## config.mk

```make
export PLATFORM = sky130hd
export DESIGN_NAME = ram_frame_writer
export DESIGN_NICKNAME = d
export VERILOG_FILES = /design/src/rtl/ram_frame_writer_pkg.sv /design/src/rtl/rx_timeout.sv /design/src/rtl/ram_frame_writer.sv
export SDC_FILE = /design/constraint.sdc
export NUM_CORES = 1
export LEC_CHECK = 0
export BUFFER_PORTS_ARGS = -buffer_cell sky130_fd_sc_hd__buf_2
export CORE_AREA = 5 5 105 82
export CTS_CLUSTER_DIAMETER = 60
export DETAILED_ROUTE_END_ITERATION = 8
export DIE_AREA = 0 0 110 87
export MAX_ROUTING_LAYER = met4
export PLACE_DENSITY = 0.83
export SYNTH_ARGS = -nofsm -noshare
export SYNTH_HDL_FRONTEND = slang
export SYNTH_HIERARCHICAL = 1
export SYNTH_SLANG_ARGS = --single-unit
```

## constraint.sdc

```tcl
create_clock -name clk -period 3.6 [get_ports clk]
set_input_delay 0.18 -clock clk [delete_from_list [all_inputs] [get_ports clk]]
set_output_delay 0.18 -clock clk [all_outputs]
set_load 0.02 [all_outputs]
```

## src/rtl/ram_frame_writer_pkg.sv

```systemverilog
// Shared types and helpers for the UART-to-frame-RAM writer.
// Pure declarations, no logic, no flow control.
package ram_frame_writer_pkg;

    typedef enum logic [1:0] {
        IDLE,
        COLLECT,
        WRITE,
        FRAME_END
    } state_e;

    localparam int BYTE_WIDTH = 8;

    function automatic int bytes_per_word(input int width);
        return width / BYTE_WIDTH;
    endfunction

endpackage

```

## src/rtl/rx_timeout.sv

```systemverilog
// Idle counter: expired pulses after CYCLES-1 enabled cycles with no kick.
// Combinational pulse from a registered count; never stalls its caller.
module rx_timeout #(
    parameter int CYCLES = 1000000
) (
    input  logic clk,
    input  logic rst,
    input  logic enable,
    input  logic kick,
    output logic expired
);

    localparam int CW = (CYCLES > 1) ? $clog2(CYCLES) : 1;

    logic [CW-1:0] cnt_q;

    assign expired = enable && !kick && (cnt_q == CW'(CYCLES - 1));

    always_ff @(posedge clk or posedge rst) begin
        if (rst) begin
            cnt_q <= '0;
        end else if (kick || !enable || expired) begin
            cnt_q <= '0;
        end else begin
            cnt_q <= cnt_q + CW'(1);
        end
    end

endmodule

```

## src/rtl/ram_frame_writer.sv

```systemverilog
// Packs UART bytes MSB-first into RAM words; write strobe 1 cycle after the last byte, no backpressure.
// RAM_FRAME_WRITER_CHECKSUM_EN adds a per-frame mod-256 byte sum on frame_checksum.
module ram_frame_writer
    import ram_frame_writer_pkg::*;
#(
    parameter  int RAM_WIDTH      = 32,
    parameter  int RAM_DEPTH      = (480 * 360 * 24) / RAM_WIDTH,
    parameter  int TIMEOUT_CYCLES = 1000000,
    localparam int BYTES_PER_WORD = bytes_per_word(RAM_WIDTH),
    localparam int ADRESS_BITS    = $clog2(RAM_DEPTH)
) (
    input  logic                   clk,
    input  logic                   rst,
    input  logic [BYTE_WIDTH-1:0]  rx_data,
    input  logic                   rx_ready,
    input  logic                   clear,
    output logic                   write_enable,
    output logic [ADRESS_BITS-1:0] write_adress,
    output logic [RAM_WIDTH-1:0]   write_data,
    output logic                   frame_done
`ifdef RAM_FRAME_WRITER_CHECKSUM_EN
    ,
    output logic [7:0]             frame_checksum
`endif
);

    localparam int CNT_W = $clog2(BYTES_PER_WORD + 1);

    state_e                 state_q, state_d;
    logic [CNT_W-1:0]       cnt_q, cnt_d, cnt_inc;
    logic [ADRESS_BITS-1:0] addr_q, addr_d;
    logic [RAM_WIDTH-1:0]   shift_q, shift_d;
    logic [RAM_WIDTH-1:0]   wdata_q, wdata_d;
    logic                   we_q, done_q;
    logic                   expired;

    rx_timeout #(
        .CYCLES (TIMEOUT_CYCLES)
    ) u_timeout (
        .clk     (clk),
        .rst     (rst),
        .enable  (state_q == COLLECT),
        .kick    (rx_ready || clear),
        .expired (expired)
    );

    always_comb begin
        state_d = state_q;
        cnt_d   = cnt_q;
        addr_d  = addr_q;
        shift_d = shift_q;
        wdata_d = wdata_q;
        cnt_inc = cnt_q + CNT_W'(1);

        case (state_q)
            COLLECT: begin
                if (expired) begin
                    cnt_d   = '0;
                    state_d = IDLE;
                end
            end
            WRITE: begin
                if (addr_q == ADRESS_BITS'(RAM_DEPTH - 1)) begin
                    addr_d  = '0;
                    state_d = FRAME_END;
                end else begin
                    addr_d  = addr_q + ADRESS_BITS'(1);
                    state_d = IDLE;
                end
            end
            FRAME_END: state_d = (cnt_q != '0) ? COLLECT : IDLE;
            default: ;
        endcase

        if (clear) begin
            state_d = IDLE;
            cnt_d   = '0;
            addr_d  = '0;
        end else if (rx_ready) begin
            shift_d = (shift_q << BYTE_WIDTH) | RAM_WIDTH'(rx_data);
            if (cnt_inc == CNT_W'(BYTES_PER_WORD)) begin
                cnt_d   = '0;
                wdata_d = shift_d;
                state_d = WRITE;
            end else begin
                cnt_d = cnt_inc;
                // A byte landing on the last write keeps the frame pulse; FRAME_END resumes COLLECT.
                if (state_d != FRAME_END) begin
                    state_d = COLLECT;
                end
            end
        end
    end

    always_ff @(posedge clk or posedge rst) begin
        if (rst) begin
            state_q <= IDLE;
            cnt_q   <= '0;
            addr_q  <= '0;
            shift_q <= '0;
            wdata_q <= '0;
            we_q    <= 1'b0;
            done_q  <= 1'b0;
        end else begin
            state_q <= state_d;
            cnt_q   <= cnt_d;
            addr_q  <= addr_d;
            shift_q <= shift_d;
            wdata_q <= wdata_d;
            we_q    <= (state_d == WRITE);
            done_q  <= (state_d == FRAME_END);
        end
    end

    assign write_enable = we_q;
    assign write_adress = addr_q;
    assign write_data   = wdata_q;
    assign frame_done   = done_q;

`ifdef RAM_FRAME_WRITER_CHECKSUM_EN
    logic [7:0] sum_q, sum_d, chk_q, chk_d;

    function automatic logic [7:0] word_sum(input logic [RAM_WIDTH-1:0] w);
        logic [7:0] s;
        s = '0;
        for (int i = 0; i < BYTES_PER_WORD; i++) begin
            s = s + w[i*BYTE_WIDTH +: BYTE_WIDTH];
        end
        return s;
    endfunction

    always_comb begin
        sum_d = sum_q;
        chk_d = chk_q;
        if (state_q == WRITE) begin
            sum_d = sum_q + word_sum(wdata_q);
        end
        if (state_q == FRAME_END) begin
            chk_d = sum_q;
            sum_d = '0;
        end
        if (clear) begin
            sum_d = '0;
        end
    end

    always_ff @(posedge clk or posedge rst) begin
        if (rst) begin
            sum_q <= '0;
            chk_q <= '0;
        end else begin
            sum_q <= sum_d;
            chk_q <= chk_d;
        end
    end

    assign frame_checksum = chk_q;
`endif

endmodule

```

==> metrics.md, run 1 <==
| Metric | Value |
|---|---|
| Status | `complete, no violations` |
| Total negative setup slack | `0 ns` |
| I/O Buffers | `a little over 60` |
| CP Launch Type | `register` |
| Xor/xnor share of the synthesized area | `under 10%` |
| Most frequent cells in the layout | `dfrtp_1, nand2_1, buf_2, mux2_2, nor2_1` |
| Adder-Cell Fraction of Synth Area | `1.69%` |
| Clock share of power | `about a third` |
| Synthesized flop and latch total | `100` |
| Post-Route Skew | `around 0.012 ns` |
| M1 GR Usage | `30.5%` |
| Max stage delay on crit path | `0.70 ns` |
| Simple-gate share of the synthesized area | `approximately a fifth` |
| Max Cap Viol | `0` |
| ANT nets after route | `0` |
| Post-layout minimum cycle time | `2.22 ns` |
| Met3 GRT Util | `5.56%` |
| Synth-to-Final Area Change | `14.3%` |
| Nets | `around 500` |
| Flop pwr share | `between 50% and 60%` |
| Total CTS buffers | `9` |
| Cts hold-fix bufs | `1` |
| Drt first pass iters | `4` |
| Clock transition at path regs | `roughly 0.10 ns` |
| Die height | `just under 90 um` |
| Commonest non-fill, non-tap cell in the layout | `dfrtp_1` |
| Yosys Warn Count | `6` |
| Grt total ovfl | `0` |
| Async SR Flop Fraction | `100%` |
| Crit path buffers/inverters | `0` |
| Fin crit share | `between 60 and 70%` |
| Top FF cell, synth | `dfrtp_1` |
| Met2 Use GR | `~33%` |
| Layout cells sized above 1 | `around a quarter` |
| Cell internal pwr | `1.68 mW` |
| Actual slew at the worst max-slew pin | `0.905 ns` |
| Mapped Area | `roughly 0.0044 sq mm` |
| Syn Nets | `438` |
| Mux share of post-synthesis cell area | `~8.3%` |
| Worst path top cell family by delay | `simple AND/OR/NAND/NOR gates` |
| Final setup fails | `0` |
| DR iter-0 viols | `approximately 130` |
| Pleak | `roughly 2.5 nW` |
| Post-synth EDFFs | `0` |
| Worst reg-to-reg setup slack | `roughly 1.4 ns` |
| Post-cts sizing count | `0` |
| Post-DP HPWL | `just over 6 mm` |
| Largest family of logic cells by synthesized area | `simple AND/OR/NAND/NOR gates` |
| H-tree lvl count | `3` |
| Slew Viols, Final | `0` |
| Vias | `3257` |
| Worst hold path type | `in2reg` |
| Hold Vio Cnt, Final | `0` |
| Kind of critical path | `reg2reg` |
| Worst Path Required | `~3.8 ns` |
| Post-synthesis cell type count | `43` |
| Sequential share of the synthesized area | `a little under three fifths` |
| Max Fclk | `around 450 MHz` |
| Diodes inserted | `0` |
| Die width | `110 um` |
| Final GP Congestion | `0.899` |
| DR WL/cell | `15.1 um` |
| Core area | `around 0.0076 sq mm` |
| Post-DP Area | `between 0.004 and 0.005 sq mm` |
| CP Cell Sequence | `ha_1 > nand4_1 > or2_2 > o31ai_4 > nor2_1` |
| Clk Latency, worst-skew pair | `approximately 0.37 ns` |
| RSZ-0062 raised after global routing | `no` |
| Num Clock Sinks | `100` |
| CP max stage cell | `o31ai_4` |
| CP max FO | `19` |
| CP arrival | `between 2 and 2.5 ns` |
| Die footprint | `roughly 0.0096 sq mm` |
| Final instance area | `between 0.005 and 0.006 sq mm` |
| Clk buf depth | `2` |
| Filler instances | `approximately 600` |
| All-layer global routing usage | `approximately 22%` |
| Total power | `approximately 2.3 mW` |
| Setup Buffers After CTS | `0` |
| Logic gate share of total power | `11.6%` |
| Peak supply drop | `around 400 uV` |
| CTS tree | `built` |
| Crit. End Element | `register` |
| Initial antenna violation count | `0` |
| Sw Pwr | `roughly 620 uW` |
| Hold WS | `roughly 0.023 ns` |
| Avg Cell Area, Syn | `between 10 and 15 sq um` |
| Number of top-level pins | `between 60 and 70` |
| Initial Utilization | `between 50% and 60%` |
| Final core utilization | `approximately two thirds` |
| Vias/cell | `about 5.5` |
| Synth Area in Compound Gates | `under 10%` |
| Root Buffer | `clkbuf_8` |
| Number of cell rows | `28` |
| Max-slew headroom | `about two fifths` |
| Final wirelength | `8.96 mm` |
| Switching share of power | `approximately 27%` |
| Global-route wire length before repair | `approximately 16 mm` |
| DR DRC count | `0` |
| Largest net degree at the start of global routing | `54` |
| Busiest layer in global routing | `met2` |
| Number of global-route vias before repair | `roughly 3300` |
| Power per cell area | `between 400 and 500 mW/mm^2` |
| Post-Synthesis Cells | `420` |
[synth_stat cells, drive strengths merged (2+ instances only)]
cell	instances	share of area, %
o2111ai	3	0.59
mux2	32	8.1
nor3	2	0.23
nand2b	4	0.56
nor2	24	2.0
o31ai	6	1.3
o22ai	2	0.28
buf	6	0.82
o21ai	11	1.6
and3	2	0.31
nor4	5	0.70
nand4	7	0.99
xor2	8	1.6
clkbuf	7	0.59
dfrtp	100	56
a21oi	15	1.8
nand3	16	2.0
nor2b	4	0.56
or2	5	0.76
xnor2	9	1.8
ha	6	1.7
inv	19	1.6
or3	10	1.4
or4	11	1.9
nand2	92	7.8
and4	2	0.39
a31oi	4	0.56
[power by group through the flow]
stage | sequential [mW] | combinational, mW | clock, mW
CTS | 1.27 | 0.274 | 0.787
detailed placement | 1.30 | 0.273 | 0
global placement | 1.29 | 0.264 | 0
global route | 1.29 | 0.302 | 0.836
finish | 1.27 | 0.268 | 0.763
floorplan | 1.34 | 0.119 | 0
[stage by stage]
step,setup WS [ns],std cells
finish,1.38,594
global route,1.17,594
CTS,1.37,594
detailed placement,1.38,577
global placement,1.50,577
floorplan,1.37,420
[final cells by class]
cell class / instances / area (sq um) / share of cell area, %
well taps: 105 / 131 / 2.59
multi-input cells: 287 / 1810 / 35.6
repair buffers: 66 / 343 / 6.75
clock buffers: 11 / 151 / 2.98
clock inverters: 5 / 67.6 / 1.33
inverters: 20 / 76.3 / 1.50
flip-flops and latches: 100 / 2500 / 49.3
[final timing paths]
check / start / endpoint / depth (start not counted)
max reg2reg: u_timeout/cnt_q[0] / u_timeout/cnt_q[8] / 5
min in group asynchronous: rst / u_timeout/cnt_q[15] / 3
max in group asynchronous: rst / write_data[5] / 4
max: u_timeout/cnt_q[0] / u_timeout/cnt_q[8] / 5
min reg2reg: shift_q[22] / shift_q[22] / 2
min: rx_data[7] / shift_q[7] / 3
[flip-flops by register name (all words and copies together) (netlist names)]
signal and flops:
u_timeout/cnt_q 20, cnt_q 3, shift_q 24, write_data 32, write_enable 1, write_adress 17, state_q 2, frame_done 1
[tightest hold or removal path, stage by stage]
cell and delay [ns]:
buf_2 0.09, nand2_1 0.05, nand2_1 0.05
[cell families (layout without fill, tap and decap cells)]
family / count (synthesis) / in the layout
buffers and inverters: 33 / 102
adders and majority gates: 6 / 6
xor gates and xnor gates: 17 / 17
muxes: 33 / 33
AOI/OAI and AO/OA: 44 / 44
DFF: 100 / 100
and+or+nand+nor: 187 / 187
[routing by layer]
metal | wire [um] | part of all wire, % | vias up
li1 | - | - | 1568
met1 | 4290 | 48 | 1614
met2 | 4170 | 47 | 62
met3 | 377 | 4.2 | 13
met4 | 127 | 1.4 | 0
met5 | 0 | 0 | -
(Power assumes the default switching activity.)
==> run 2: changes to the inputs <==
--- a/config.mk
+++ b/config.mk
@@ -6,12 +6,12 @@
 export NUM_CORES = 1
 export LEC_CHECK = 0
 export BUFFER_PORTS_ARGS = -buffer_cell sky130_fd_sc_hd__buf_2
-export CORE_AREA = 5 5 105 82
+export CORE_AREA = 5 5 108 85
 export CTS_CLUSTER_DIAMETER = 60
 export DETAILED_ROUTE_END_ITERATION = 8
-export DIE_AREA = 0 0 110 87
+export DIE_AREA = 0 0 113 90
 export MAX_ROUTING_LAYER = met4
-export PLACE_DENSITY = 0.83
+export PLACE_DENSITY = 0.78
 export SYNTH_ARGS = -nofsm -noshare
 export SYNTH_HDL_FRONTEND = slang
 export SYNTH_HIERARCHICAL = 1
==> constraint.sdc (replaced) <==
create_clock -name clk -period 2.1 [get_ports clk]
set_input_delay 0.105 -clock clk [delete_from_list [all_inputs] [get_ports clk]]
set_output_delay 0.105 -clock clk [all_outputs]
set_load 0.02 [all_outputs]
==> run 2 against run 1 <==
  * Non-clock buffer count up 23
  * Combinational power increased by 83%
  * Critical path depth stayed put
  * Routed wire length grew 6.3%
  * Sequential cell count did not move
  * Worst hold slack better by 0.063 ns
  * Maximum frequency up 11%
  * Setup slack worse by 1.3 ns
  * Global-route usage down 1.6 points
  * Clock power grew 51%
  * Count of clock-buffer cells in the layout decreased by 1
  * Die area increased by 6.3%
  * Critical path type unchanged
==> metrics.md, run 2 (synthesized netlist as in run 1, its figures left out) <==
| Metric | Value |
|---|---|
| Max Cap Viol | `0 (unchanged)` |
| Clock share of power | `30.1% (was 33.1%)` |
| CP Cell Sequence | `or4b_1 > or4_1 > buf_4 > o21ai_4 > nor2_1 (was ha_1 > nand4_1 > or2_2 > o31ai_4 > nor2_1)` |
| Layout cells sized above 1 | `28.3% (was 26.2%)` |
| Commonest non-fill, non-tap cell in the layout | `dfrtp_1 (unchanged)` |
| Die height | `90 um (was 87 um)` |
| Clk Latency, worst-skew pair | `0.37 ns (about the same)` |
| Worst hold path type | `in2reg (unchanged)` |
| CP max FO | `8 (was 19)` |
| DR DRC count | `0 (unchanged)` |
| Setup crit end | `write_adress[6] (was u_timeout/cnt_q[8])` |
| Post-Route Skew | `0.00912 ns (was 0.0118 ns)` |
| Clk buf depth | `2 (unchanged)` |
| Initial Utilization | `54.9% (was 58.5%)` |
| Max stage delay on crit path | `0.51 ns (was 0.70 ns)` |
| Kind of critical path | `reg2reg (unchanged)` |
| Num Clock Sinks | `100 (unchanged)` |
| Placed insts | `595 (was 577)` |
| Global-route wire length before repair | `16.6 mm (was 16.3 mm)` |
| Worst reg-to-reg setup slack | `0.09 ns (was 1.38 ns)` |
| CP max stage cell | `or4b_1 (was o31ai_4)` |
| Reg2reg start | `write_adress[7] (was u_timeout/cnt_q[0])` |
| Number of cell rows | `29 (was 28)` |
| Drt first pass iters | `4 (unchanged)` |
| Core area | `0.00809 sq mm (was 0.00760 sq mm)` |
| Cell internal pwr | `2.75 mW (was 1.68 mW)` |
| Die width | `113 um (was 110 um)` |
| DR WL/cell | `15.4 um (was 15.1 um)` |
| Worst path top cell family by delay | `simple AND/OR/NAND/NOR gates (unchanged)` |
| Initial antenna violation count | `0 (unchanged)` |
| Max reg flops | `32 (unchanged)` |
| Critical path depth | `5 (unchanged)` |
| Worst setup path startpoint | `write_adress[7] (was u_timeout/cnt_q[0])` |
| Post-route insts no fill | `620 (was 594)` |
| Diodes inserted | `0 (unchanged)` |
| CTS tree | `built (unchanged)` |
| CP arrival | `2.26 ns (was 2.44 ns)` |
| Power per cell area | `724 mW/mm^2 (was 454 mW/mm^2)` |
| ANT nets after route | `0 (unchanged)` |
| Clock transition at path regs | `0.10 ns (about the same)` |
| Final GP Congestion | `0.850 (was 0.899)` |
| Largest net degree at the start of global routing | `37 (was 54)` |
| Nets | `525 (was 502)` |
| Total power | `3.82 mW (was 2.30 mW)` |
| Grt total ovfl | `0 (unchanged)` |
| Final setup fails | `0 (unchanged)` |
| Die footprint | `0.0102 sq mm (was 0.00957 sq mm)` |
| Total negative setup slack | `0 ns (unchanged)` |
| Root Buffer | `clkbuf_8 (unchanged)` |
| Max Fclk | `497 MHz (was 450 MHz)` |
| Total CTS buffers | `9 (unchanged)` |
| Switching share of power | `28.1% (was 26.9%)` |
| Flop pwr share | `57.1% (was 55.3%)` |
| Crit. End Element | `register (unchanged)` |
| CP Launch Type | `register (unchanged)` |
| RSZ-0062 raised after global routing | `no (unchanged)` |
| Logic gate share of total power | `12.8% (was 11.6%)` |
| Most frequent cells in the layout | `dfrtp_1, nand2_1, buf_2, mux2_2, nor2_1 (unchanged)` |
| Final instance area | `0.00528 sq mm (was 0.00508 sq mm)` |
| Vias | `3331 (was 3257)` |
| Status | `complete, no violations (unchanged)` |
| Sw Pwr | `1.08 mW (was 620 uW)` |
| Pleak | `2.57 nW (was 2.48 nW)` |
| Final wirelength | `9.53 mm (was 8.96 mm)` |
| Post-layout minimum cycle time | `2.01 ns (was 2.22 ns)` |
| Crit path buffers/inverters | `1 (was 0)` |
| Peak supply drop | `573 uV (was 391 uV)` |
| Slew Viols, Final | `0 (unchanged)` |
| Reg2Reg Depth | `5 (unchanged)` |
| I/O Buffers | `62 (unchanged)` |
| DR iter-0 viols | `137 (was 128)` |
| Number of top-level pins | `63 (unchanged)` |
| Synth-to-Final Area Change | `18.8% (was 14.3%)` |
| Vias/cell | `5.37 (was 5.48)` |
| Max-slew headroom | `50.4% (was 39.6%)` |
| RR Endpoint | `write_adress[6] (was u_timeout/cnt_q[8])` |
| Actual slew at the worst max-slew pin | `0.744 ns (was 0.905 ns)` |
| All-layer global routing usage | `20.7% (was 22.2%)` |
| H-tree lvl count | `3 (unchanged)` |
| Post-DP Area | `0.00499 sq mm (was 0.00485 sq mm)` |
| Worst Path Required | `2.35 ns (was 3.81 ns)` |
| Hold Vio Cnt, Final | `0 (unchanged)` |
| Number of global-route vias before repair | `3455 (was 3343)` |
| Post-DP HPWL | `6.61 mm (was 6.22 mm)` |
| Fin crit share | `95.8% (was 61.8%)` |
==> run 2: worst min-delay path by stage <==
stage,startpoint,to,slack [ns],depth (start not counted)
global placement,rst,write_adress[3],0.16,2
finish,rx_ready,state_q[0],0.09,3
global route,rx_ready,state_q[0],0.09,3
floorplan,rst,u_timeout/cnt_q[0],0.07,1
detailed placement,rst,write_adress[3],0.15,2
CTS,rx_ready,state_q[0],0.06,3
==> run 2: final cells by class <==
type	instances	area (sq um)
timing repair buffer	89	561
fill	642	2810
clock inverter	6	45.0
sequential	100	2500
clock buffer	10	138
tap	108	135
inverter	20	78.8
multi-input combinational	287	1820
==> run 2: layer usage <==
metal / global-route usage [%] / vias up / share of wire, %
met3: 7.18 / 8 / 6.2
li1: - / 1609 / -
met2: 32.0 / 84 / 49
met4: 5.71 / 0 / 0.86
met1: 26.1 / 1630 / 44
met5: - / - / 0
==> run 2: power groups by stage <==
stage                     logic (mW)  registers, mW  clock network, mW
after CTS                      0.500           2.18               1.20
final                          0.490           2.18               1.15
after floorplan                0.205           2.31                  0
after global placement         0.469           2.21                  0
after detailed placement       0.486           2.22                  0
after global routing           0.545           2.21               1.29
==> run 2: metrics by stage <==
step | setup slack (ns) | util [%] | hold WS (ns)
6_report | 0.0892 | 65.3 | 0.0858
4_1_cts | 0.0959 | 65.1 | 0.0606
2_1_floorplan | 0.0576 | - | 0.0688
3_5_place_dp | 0.111 | 61.7 | 0.154
5_1_grt | 0.0199 | 65.3 | 0.0862
3_3_place_gp | 0.167 | 61.7 | 0.157
==> run 2: timing repair <==
action,in CTS,in global routing
resized for setup,0,2
setup endpoints to repair,0,7
buffers inserted,0,0
hold buffers,9,0
endpoints found under the hold margin,53,0
==> run 2: worst min-delay path, delay by kind of cell <==
family | cells | cell delay [ns]
buffers and inverters | 1 | 0.13
AOI/OAI and AO/OA | 2 | 0.18
==> run 3: changes to the inputs <==
--- a/config.mk
+++ b/config.mk
@@ -6,12 +6,12 @@
 export NUM_CORES = 1
 export LEC_CHECK = 0
 export BUFFER_PORTS_ARGS = -buffer_cell sky130_fd_sc_hd__buf_2
-export CORE_AREA = 5 5 108 85
+export CORE_AREA = 5 5 115 90
 export CTS_CLUSTER_DIAMETER = 60
 export DETAILED_ROUTE_END_ITERATION = 8
-export DIE_AREA = 0 0 113 90
+export DIE_AREA = 0 0 120 95
 export MAX_ROUTING_LAYER = met4
-export PLACE_DENSITY = 0.78
+export PLACE_DENSITY_LB_ADDON = 0.12
 export SYNTH_ARGS = -nofsm -noshare
 export SYNTH_HDL_FRONTEND = slang
 export SYNTH_HIERARCHICAL = 1
==> run 3 against run 2 <==
  * Register-to-register slack is essentially flat
  * Sequential power about the same
  * Via count grew 0.93%
  * First-iteration DRC count up 44%
  * Die area rose by 12%
==> metrics.md, run 3 (synthesized netlist as in run 1, its figures left out) <==
| Metric | Value |
|---|---|
| Vias/cell | `5.36 (was 5.37)` |
| Commonest non-fill, non-tap cell in the layout | `dfrtp_1 (unchanged)` |
| Max Cap Viol | `0 (unchanged)` |
| Nets | `527 (was 525)` |
| Post-layout minimum cycle time | `2.02 ns (was 2.01 ns)` |
| Initial Utilization | `48.0% (was 54.9%)` |
| Vias | `3362 (was 3331)` |
| All-layer global routing usage | `18.7% (was 20.7%)` |
| Synth-to-Final Area Change | `22.0% (was 18.8%)` |
| Drt first pass iters | `4 (unchanged)` |
| Number of top-level pins | `63 (unchanged)` |
| Layout cells sized above 1 | `28.5% (was 28.3%)` |
| Initial antenna violation count | `0 (unchanged)` |
| Slew Viols, Final | `0 (unchanged)` |
| Actual slew at the worst max-slew pin | `0.757 ns (was 0.744 ns)` |
| Placed insts | `605 (was 595)` |
| Most frequent cells in the layout | `dfrtp_1, nand2_1, buf_2, mux2_2, nor2_1 (unchanged)` |
| Worst Path Required | `2.32 ns (was 2.35 ns)` |
| Grt total ovfl | `0 (unchanged)` |
| Num Clock Sinks | `100 (unchanged)` |
| Clk Latency, worst-skew pair | `0.34 ns (was 0.37 ns)` |
| CP Launch Type | `register (unchanged)` |
| Root Buffer | `clkbuf_16 (was clkbuf_8)` |
| Crit. End Element | `register (unchanged)` |
| Max reg flops | `32 (unchanged)` |
| Number of global-route vias before repair | `3349 (was 3455)` |
| Reg2reg start | `write_adress[7] (unchanged)` |
| DR WL/cell | `15.3 um (was 15.4 um)` |
| Worst path top cell family by delay | `simple AND/OR/NAND/NOR gates (unchanged)` |
| Die height | `95 um (was 90 um)` |
| Final wirelength | `9.62 mm (was 9.53 mm)` |
| Post-route insts no fill | `627 (was 620)` |
| Clock transition at path regs | `0.07 ns (was 0.10 ns)` |
| CP max stage cell | `or4_1 (was or4b_1)` |
| Post-Route Skew | `0.00780 ns (was 0.00912 ns)` |
| Power per cell area | `815 mW/mm^2 (was 724 mW/mm^2)` |
| Core area | `0.00927 sq mm (was 0.00809 sq mm)` |
| Worst hold path type | `in2reg (unchanged)` |
| Kind of critical path | `reg2reg (unchanged)` |
| CP max FO | `6 (was 8)` |
| Worst setup path startpoint | `write_adress[7] (unchanged)` |
| Max Fclk | `495 MHz (was 497 MHz)` |
| Die width | `120 um (was 113 um)` |
| Die footprint | `0.0114 sq mm (was 0.0102 sq mm)` |
| Peak supply drop | `616 uV (was 573 uV)` |
| Hold WS | `0.00862 ns (was 0.0858 ns)` |
| Fin crit share | `96.2% (was 95.8%)` |
| Max-slew headroom | `49.5% (was 50.4%)` |
| Number of cell rows | `31 (was 29)` |
| CP Cell Sequence | `or4b_1 > or4_1 > buf_4 > a31oi_1 > o22ai_1 (was or4b_1 > or4_1 > buf_4 > o21ai_4 > nor2_1)` |
| RSZ-0062 raised after global routing | `no (unchanged)` |
| Largest net degree at the start of global routing | `36 (was 37)` |
| CP arrival | `2.24 ns (was 2.26 ns)` |
| Total negative setup slack | `0 ns (unchanged)` |
| Crit path buffers/inverters | `1 (unchanged)` |
| H-tree lvl count | `3 (unchanged)` |
| Global-route wire length before repair | `16.5 mm (was 16.6 mm)` |
| CTS tree | `built (unchanged)` |
| Post-DP HPWL | `6.65 mm (was 6.61 mm)` |
| Hold_sp | `rx_data[6] (was rx_ready)` |
| DR iter-0 viols | `197 (was 137)` |
| Final setup fails | `0 (unchanged)` |
| Max stage delay on crit path | `0.52 ns (was 0.51 ns)` |
| DR DRC count | `0 (unchanged)` |
| Diodes inserted | `0 (unchanged)` |
| ANT nets after route | `0 (unchanged)` |
| Total CTS buffers | `9 (unchanged)` |
| Setup Buffers After CTS | `0 (unchanged)` |
| I/O Buffers | `62 (unchanged)` |
| Clk buf depth | `2 (unchanged)` |
| Pleak | `2.64 nW (was 2.57 nW)` |
| Hold Vio Cnt, Final | `0 (unchanged)` |
| Final GP Congestion | `0.829 (was 0.850)` |
| Status | `complete, no violations (unchanged)` |
run 3: final timing paths:
check | endpoint | slack (ns) | cells past startpoint
max reg2reg | write_adress[7] | 0.08 | 5
max in group asynchronous | write_data[8] | 1.09 | 4
min reg2reg | shift_q[21] | 0.48 | 2
max | write_adress[7] | 0.08 | 5
min in group asynchronous | write_adress[3] | 0.41 | 3
min | shift_q[6] | 0.009 | 3
run 3: cell type report:
cell class              count  area, sq um
clock buffers               9          225
well taps                 115          144
inverters                  20         78.8
clock inverters             5         85.1
multi-input cells         287         1820
flip-flops and latches    100         2500
fillers                   792         3840
repair buffers             91          573
run 3: layer usage:
layer / track usage (%) / up-vias / share of wire (%)
li1: - / 1617 / -
met3: 5.87 / 8 / 4.7
met1: 24.1 / 1671 / 47
met2: 29.2 / 66 / 48
met5: - / - / 0
met4: 4.67 / 0 / 1.1
run 3: worst reg2reg max path: cells and delay by family, from the launching register on:
kind                   cells  cell delay (ns)
DFF                        1             0.39
and+or+nand+nor            2             1.03
buffers and inverters      1             0.21
AOI/OAI and AO/OA          2             0.27
run 3: timing repair:
item | 4_1_cts | 5_1_grt
endpoints found under the setup margin | 0 | 4
hold buffers | 8 | 0
resized for setup | 0 | 2
endpoints found under the hold margin | 54 | 0
run 3: per-stage QoR:
step           area, sq um  power (mW)  setup WS [ns]  util [%]
2_1_floorplan         4450        2.51         0.0576         -
3_3_place_gp          5030        2.70          0.128      54.2
3_5_place_dp          5030        2.71         0.0891      54.2
4_1_cts               5420        4.48         0.0657      58.4
5_1_grt               5430        4.63         0.0162      58.5
6_report              5430        4.42         0.0789      58.5
run 3: report_power, final:
| part | switching, mW | leakage, nW | total (mW) | internal [mW] |
|---|---|---|---|---|
| clock | 0.703 | 0.148 | 1.74 | 1.04 |
| sequential | 0.0963 | 1.35 | 2.18 | 2.09 |
| combinational | 0.302 | 1.13 | 0.496 | 0.194 |
| total | 1.10 | 2.64 | 4.42 | 3.32 |
